`src/rtl/noc_input_buffer.sv`:
```
// Per-input-port flit FIFO feeding the switch allocator and crossbar.
// Each entry holds {target, data}. The head entry's target goes to the allocator.
// A grant equal to that target pops the head, and pop_ctrl reports the pop back
// to the allocator.
//
// Handshake:
//   - Upstream push: a flit is taken when in_valid & in_ready & (in_targ != 0).
//     in_ready depends only on occupancy, so a pop in the same cycle never raises
//     in_ready.
//   - Downstream pop: the head is consumed when the buffer is not empty and
//     grant == head_targ (grant != 0).
module noc_input_buffer #(
    parameter int DATA_W = 32,
    parameter int DEPTH  = 4,
    parameter int PTR_W  = 2
) (
    input  logic              clk,
    input  logic              rst,
    input  logic              in_valid,
    input  logic [2:0]        in_targ,
    input  logic [DATA_W-1:0] in_data,
    output logic              in_ready,
    input  logic [2:0]        grant,
    output logic [2:0]        head_targ,
    output logic [DATA_W-1:0] out_data,
    output logic              pop_ctrl,
    output logic [PTR_W:0]    occupancy,
    output logic              overflow
);

    localparam logic [PTR_W:0] FULL_CNT = (PTR_W+1)'(DEPTH);

    logic [2:0]        targ_mem [DEPTH];
    logic [DATA_W-1:0] data_mem [DEPTH];
    logic [PTR_W-1:0]  wr_ptr;
    logic [PTR_W-1:0]  rd_ptr;
    logic              empty;
    logic              push;
    logic              bad_push;

    // Handshake qualifiers and head presentation, gated to zero while empty
    always_comb begin
        empty     = (occupancy == '0);
        in_ready  = (occupancy != FULL_CNT);
        push      = in_valid & in_ready & (in_targ != 3'd0);
        bad_push  = in_valid & (~in_ready | (in_targ == 3'd0));
        head_targ = empty ? 3'd0 : targ_mem[rd_ptr];
        out_data  = empty ? '0 : data_mem[rd_ptr];
        pop_ctrl  = ~empty & (grant != 3'd0) & (grant == head_targ);
    end

    // Flit storage; the contents need no reset because occupancy guards every read
    always_ff @(posedge clk) begin
        if (push) begin
            targ_mem[wr_ptr] <= in_targ;
            data_mem[wr_ptr] <= in_data;
        end
    end

    // Pointers, occupancy and sticky overflow; pointers wrap naturally at DEPTH
    always_ff @(posedge clk or negedge rst) begin
        if (!rst) begin
            wr_ptr    <= '0;
            rd_ptr    <= '0;
            occupancy <= '0;
            overflow  <= 1'b0;
        end else begin
            if (push)
                wr_ptr <= wr_ptr + 1'b1;
            if (pop_ctrl)
                rd_ptr <= rd_ptr + 1'b1;
            if (push && !pop_ctrl)
                occupancy <= occupancy + 1'b1;
            else if (pop_ctrl && !push)
                occupancy <= occupancy - 1'b1;
            if (bad_push)
                overflow <= 1'b1;
        end
    end

endmodule

```
`config.mk`:
```
export PLATFORM = sky130hd
export DESIGN_NAME = noc_input_buffer
export DESIGN_NICKNAME = d
export VERILOG_FILES = /design/src/rtl/noc_input_buffer.sv
export SDC_FILE = /design/constraint.sdc
export NUM_CORES = 1
export LEC_CHECK = 0
export ABC_CLOCK_PERIOD_IN_PS = 8100
export CELL_PAD_IN_SITES_DETAIL_PLACEMENT = 2
export CELL_PAD_IN_SITES_GLOBAL_PLACEMENT = 2
export CORE_ASPECT_RATIO = 1.1
export CORE_UTILIZATION = 30
export CTS_BUF_LIST = sky130_fd_sc_hd__clkbuf_8
export DETAILED_ROUTE_END_ITERATION = 10
export PLACE_DENSITY = 0.69
export SYNTH_ARGS = -nofsm -noshare
export SYNTH_HDL_FRONTEND = slang
export SYNTH_SLANG_ARGS = --single-unit
```
`constraint.sdc`:
```
create_clock -name clk -period 8.1 [get_ports clk]
set_input_delay 1.215 -clock clk [delete_from_list [all_inputs] [get_ports clk]]
set_output_delay 1.215 -clock clk [all_outputs]
set_load 0.005 [all_outputs]
```
== Word level (Yosys, flattened, before mapping) ==
Memory sizes are Yosys's and may differ from the RTL's.
Index checks and enable logic that the tools add are counted.

* Muxes and demuxes: 6
* Bitwise logic cells: 8
* Equal/unequal tests: 2
* Reduce and logical (&&, ||, !) cells: 9
* Add/subtract/negate cells: 4

{| class="wikitable"
|+ Operators with widths
! cell !! count
|-
| $mux 32 || 1
|-
| $mux 3 || 3
|-
| $logic_not 3->1 || 2
|-
| $reduce_bool 3->1 || 2
|-
| $and 1x1->1 || 5
|-
| $add 2x1->2 const B || 2
|-
| $add 3x1->3 const B || 1
|-
| $eq 3x3->1 || 1
|-
| $ne 3x3->1 const B || 1
|-
| $sub 3x1->3 const B || 1
|-
| $logic_and 1x1->1 || 2
|-
| $logic_not 1->1 || 2
|-
| $mux 1 || 2
|-
| $not 1->1 || 2
|-
| $reduce_bool 2->1 || 1
|-
| $or 1x1->1 || 1
|}

* Output and inout port bits: 41
* Logic and storage cells: 35
* RAM bits: 140
* Register bits: 8
* Memories: 2

{| class="wikitable"
|+ Memory list
! memory !! depth !! bits a word !! rd ports !! clocked after memory_dff !! write ports !! RTL line !! RTL
|-
| data_mem || 4 || 32 || 1 || 0 || 1 || 34 || <nowiki>logic [DATA_W-1:0] data_mem [DEPTH];</nowiki>
|-
| targ_mem || 4 || 3 || 1 || 0 || 1 || 33 || <nowiki>logic [2:0] targ_mem [DEPTH];</nowiki>
|}

== Logic depth before layout (Yosys ltp) ==
* Depth after elaboration: 7
* Depth in mapped cells: 11

== Least setup slack after synthesis ==
No wires, ideal clock.

* Kind: input-to-output
* Start point: in grant[2]
* End point: out pop_ctrl
* Cell stages on the path: 4
* Data required time: 6885 ps
* Arrival: 1812 ps
* Path slack: 5073 ps
* Buffers on the path: 0
* Cell sequence: a31o_2 a211oi_2 nand3_2 inv_1

* Cells in the longest elaborated chain, start to end: 3

{| class="wikitable"
|+ RTL lines
! item !! RTL line !! RTL
|-
| start: declaration || 23 || <nowiki>input logic [2:0] grant,</nowiki>
|-
| $reduce_bool 3->1 || 49 || <nowiki>pop_ctrl = ~empty & (grant != 3'd0) & (grant == head_targ);</nowiki>
|-
| $and 1x1->1 || 49 ||
|-
| $and 1x1->1 (*) || 49 ||
|-
| end: declaration || 26 || <nowiki>output logic pop_ctrl,</nowiki>
|}

Mark *: on every way between the ends. The rest lies on a longest branch, timed or not.

== Worst setup path in the final report ==
* Start point: reg rd_ptr[0]
* End point: out pop_ctrl

* Cells in the longest elaborated chain, start to end: 4

{| class="wikitable"
|+ RTL lines
! item !! RTL line !! RTL
|-
| start: declaration || 36 || <nowiki>logic [PTR_W-1:0] rd_ptr;</nowiki>
|-
| start signal: assignment || 71 || <nowiki>rd_ptr <= rd_ptr + 1'b1;</nowiki>
|-
| $mem_v2 4x3 || -- ||
|-
| $mux 3 || 47 || <nowiki>head_targ = empty ? 3'd0 : targ_mem[rd_ptr];</nowiki>
|-
| $eq 3x3->1 || 49 ||
|-
| $and 1x1->1 || 49 ||
|}

Every way passes these cells.

==> reports/metrics.csv <==
stage;metric;value;unit
timing;final.setup.worst_slack;3580;ps
clock_network;max-clock-path-buffers;2;
global_routing;globalRouteTotalUtil;0.136;
synthesis;synth_sequential_area_ratio;0.759;
place;postPlaceCellArea;6880;um2
timing;fin_worst_skew;7.38;ps
finish;antenna_cells_inserted;0;
synthesis;yosysWarnings;0;
setup_path;reg2reg_slack;4690;ps
global_routing;first_global_vias;3320;
setup_path;rr_startpoint;rd_ptr[0];
synthesis;syn-num-nets;320;
clock_network;clk_latency;440;ps
setup_path;timing.critical_path.arrival;3300;ps
detailed_routing;detail-route-antenna-nets;0;
clock_network;cts.hold.buffers_added;0;
pwr;vdd_ir_drop_max;0.143;mV
setup_path;crit_type;reg -> out;
clock_network;numClockSinks;148;
die;starting_utilization_of_the_core_area;0.311;
synthesis;synth-edff-count;140;
detailed_routing;drt-wirelength-per-cell;20.0;um
pwr;power_per_cell_area;348;nW/um2
synthesis;yosysUniqueCellTypes;32;
die;fp.dieArea;19900;um2
clock_network;worst_setup_hold_path_clk_slew;70;ps
setup_path;data_required_time_of_the_critical_path;6880;ps
job;cap_violations;0;
detailed_routing;detailedRoute.firstPassIterationCount;4;
synthesis;syn_area;5800;um2
finish;fin_area;7210;um2
clock_network;ctsHtreeMaxLevel;4;
finish;fillCellCount;1774;
setup_path;rr_worst_depth;9;
finish;drive_gt1_frac;0.191;
timing;post-route-period-util;0.558;
worst_hold_path;worstHoldPathType;reg -> reg;
timing;worst-slew-pin-transition;1030;ps
timing;slew_viol_final;0;
worst_hold_path;hold_path_depth;1;
setup_path;critical_path.max_fanout;34;
global_routing;grt-ovfl-total;0;
die;die_height;148;um
clock_network;clockRootBuffer;clkbuf_8;
setup_path;end_kind;output port;
global_routing;grt_max_degree;41;
synthesis;synthCells;273;
clock_network;cts_tree;done;
clock_network;ctsResizeCount;0;
timing;hold_viol_final;0;
finish;finalNonFillerCells;619;
detailed_routing;viasPerCell;4.67;
finish;final_net_count;411;
die;top_level_i_o_count;82;
timing;clock.fmax;221;MHz
finish;areaGrowthSynthToFinish;24.4;%
global_routing;number_of_antenna_violations_at_the_first_check_in_global_routing;0;
die;design.core.area;18700;um2
timing;setup_viol;0;
detailed_routing;remaining_drc_errors;0;
detailed_routing;detailroute.via_count;2890;
timing;finalSetupTns;0;ps
finish;commonest_non_fill_non_tap_cells_in_the_layout;edfxtp_1 (140), clkdlybuf4s50_1 (81), and2_1 (34), mux4_2 (33), clkbuf_8 (17);
clock_network;cts-buffers-inserted;17;
timing;finalCriticalPeriod;4520;ps
synthesis;async_reset_ff_frac;0.0541;
synthesis;dominantRegCellSynth;edfxtp_1;
outcome;status;complete, no violations;
synthesis;syn-mean-instance-area;21.2;um2
worst_hold_path;timing.hold.worst_endpoint;overflow;
detailed_routing;drt-total-wl;12.4;mm
die;floorplan.rows;52;
place;place_inst;588;
pwr;leakage;0.00234;uW
place;port-buffer-count;81;
timing;worst_slew_margin_rel;0.310;
die;die_width;135;um
clock_network;post-cts-setup-buffer-count;0;
finish;mostFrequentLayoutCell;edfxtp_1;
synthesis;number_of_storage_elements_in_the_synthesis_netlist;148;
setup_path;reg2reg_to;occupancy[1];
place;place.gp.congestion;0.734;
place;post-dp-hpwl;7.47;mm
place;dp_slack;3990;ps
timing;grt_setup_unrepaired;false;
worst_hold_path;hold_start;overflow;
detailed_routing;detailedRoute.firstIterationViolations;71;
setup_path;worstSetupStartpointType;register;
global_routing;grt_pass1_wl;19.3;mm
## state kept, by name (all words and copies together) (netlist names)
name	flops
rd_ptr	2
occupancy	3
data_mem	128
wr_ptr	2
targ_mem	12
overflow	1
## how the worst max path moves through the flow
| stage | from | end | slack, ps | depth (start not counted) |
|---|---|---|---|---|
| after global placement | rd_ptr[0] | pop_ctrl | 4050 | 7 |
| after CTS | rd_ptr[0] | pop_ctrl | 3480 | 7 |
| final | rd_ptr[0] | pop_ctrl | 3580 | 7 |
| after global routing | rd_ptr[0] | pop_ctrl | 3300 | 7 |
| after floorplan | grant[2] | pop_ctrl | 5070 | 4 |
| after detailed placement | grant[2] | pop_ctrl | 3990 | 6 |
## power by group
group | switching (uW) | internal (uW)
logic | 368 | 546
clock network | 264 | 233
registers | 97.3 | 999
total | 730 | 1780
## cell usage after synthesis, drive strengths merged (2+ instances only)
cell	n	area (um2)
dfrtp	8	200
mux4	34	769
edfxtp	140	4200
and2	38	238
nor2	5	18.8
mux2	3	33.8
inv	6	22.5
ha	5	62.6
clkbuf	3	11.3
xor2	3	26.3
buf	8	45.0
a211oi	2	20.0
xnor2	5	43.8
## layout make-up
class / instances / area, um2 / share of cell area
flip-flops and latches: 148 / 4410 / 0.611
clock inverters: 14 / 100 / 0.0139
inverters: 6 / 22.5 / 0.00312
multi-input cells: 108 / 1320 / 0.183
repair buffers: 83 / 826 / 0.114
clock buffers: 17 / 234 / 0.0324
well taps: 243 / 304 / 0.0421
## critical path, stage by stage (launching register included)
cell             delay (ps)
dfrtp_2                 440
buf_4                   610
mux4_1                  640
and2_1                  210
xnor2_1                 230
nand3_2                 150
inv_1                    80
clkdlybuf4s50_1         490
## kinds of logic (layout without fill, tap and decap cells)
family	count (synthesis)	after routing	share of synthesized area
flops	148	148	0.759
simple gates	48	48	0.0496
mux	38	38	0.140
buf+inv	17	120	0.0136
compound gates	8	8	0.0108
xor+xnor	8	8	0.0121
fa+ha+maj	6	6	0.0142
## metal layers
metal	wire length, um	track usage	up-vias	share of wire
li1	-	-	1269	-
met1	5110	0.162	1527	0.41
met5	0	0	-	0
met3	573	0.0408	12	0.046
met4	129	0.0455	0	0.010
met2	6540	0.234	82	0.53
## through the flow
stage                      util  total power (uW)  hold WS [ps]
after floorplan               -              1590           451
after global placement    0.368              2030           447
after detailed placement  0.368              2060           456
after CTS                 0.386              2560           476
after global routing      0.386              2660           524
final                     0.386              2510           477
Note: power is estimated with default switching activity, not from simulation.
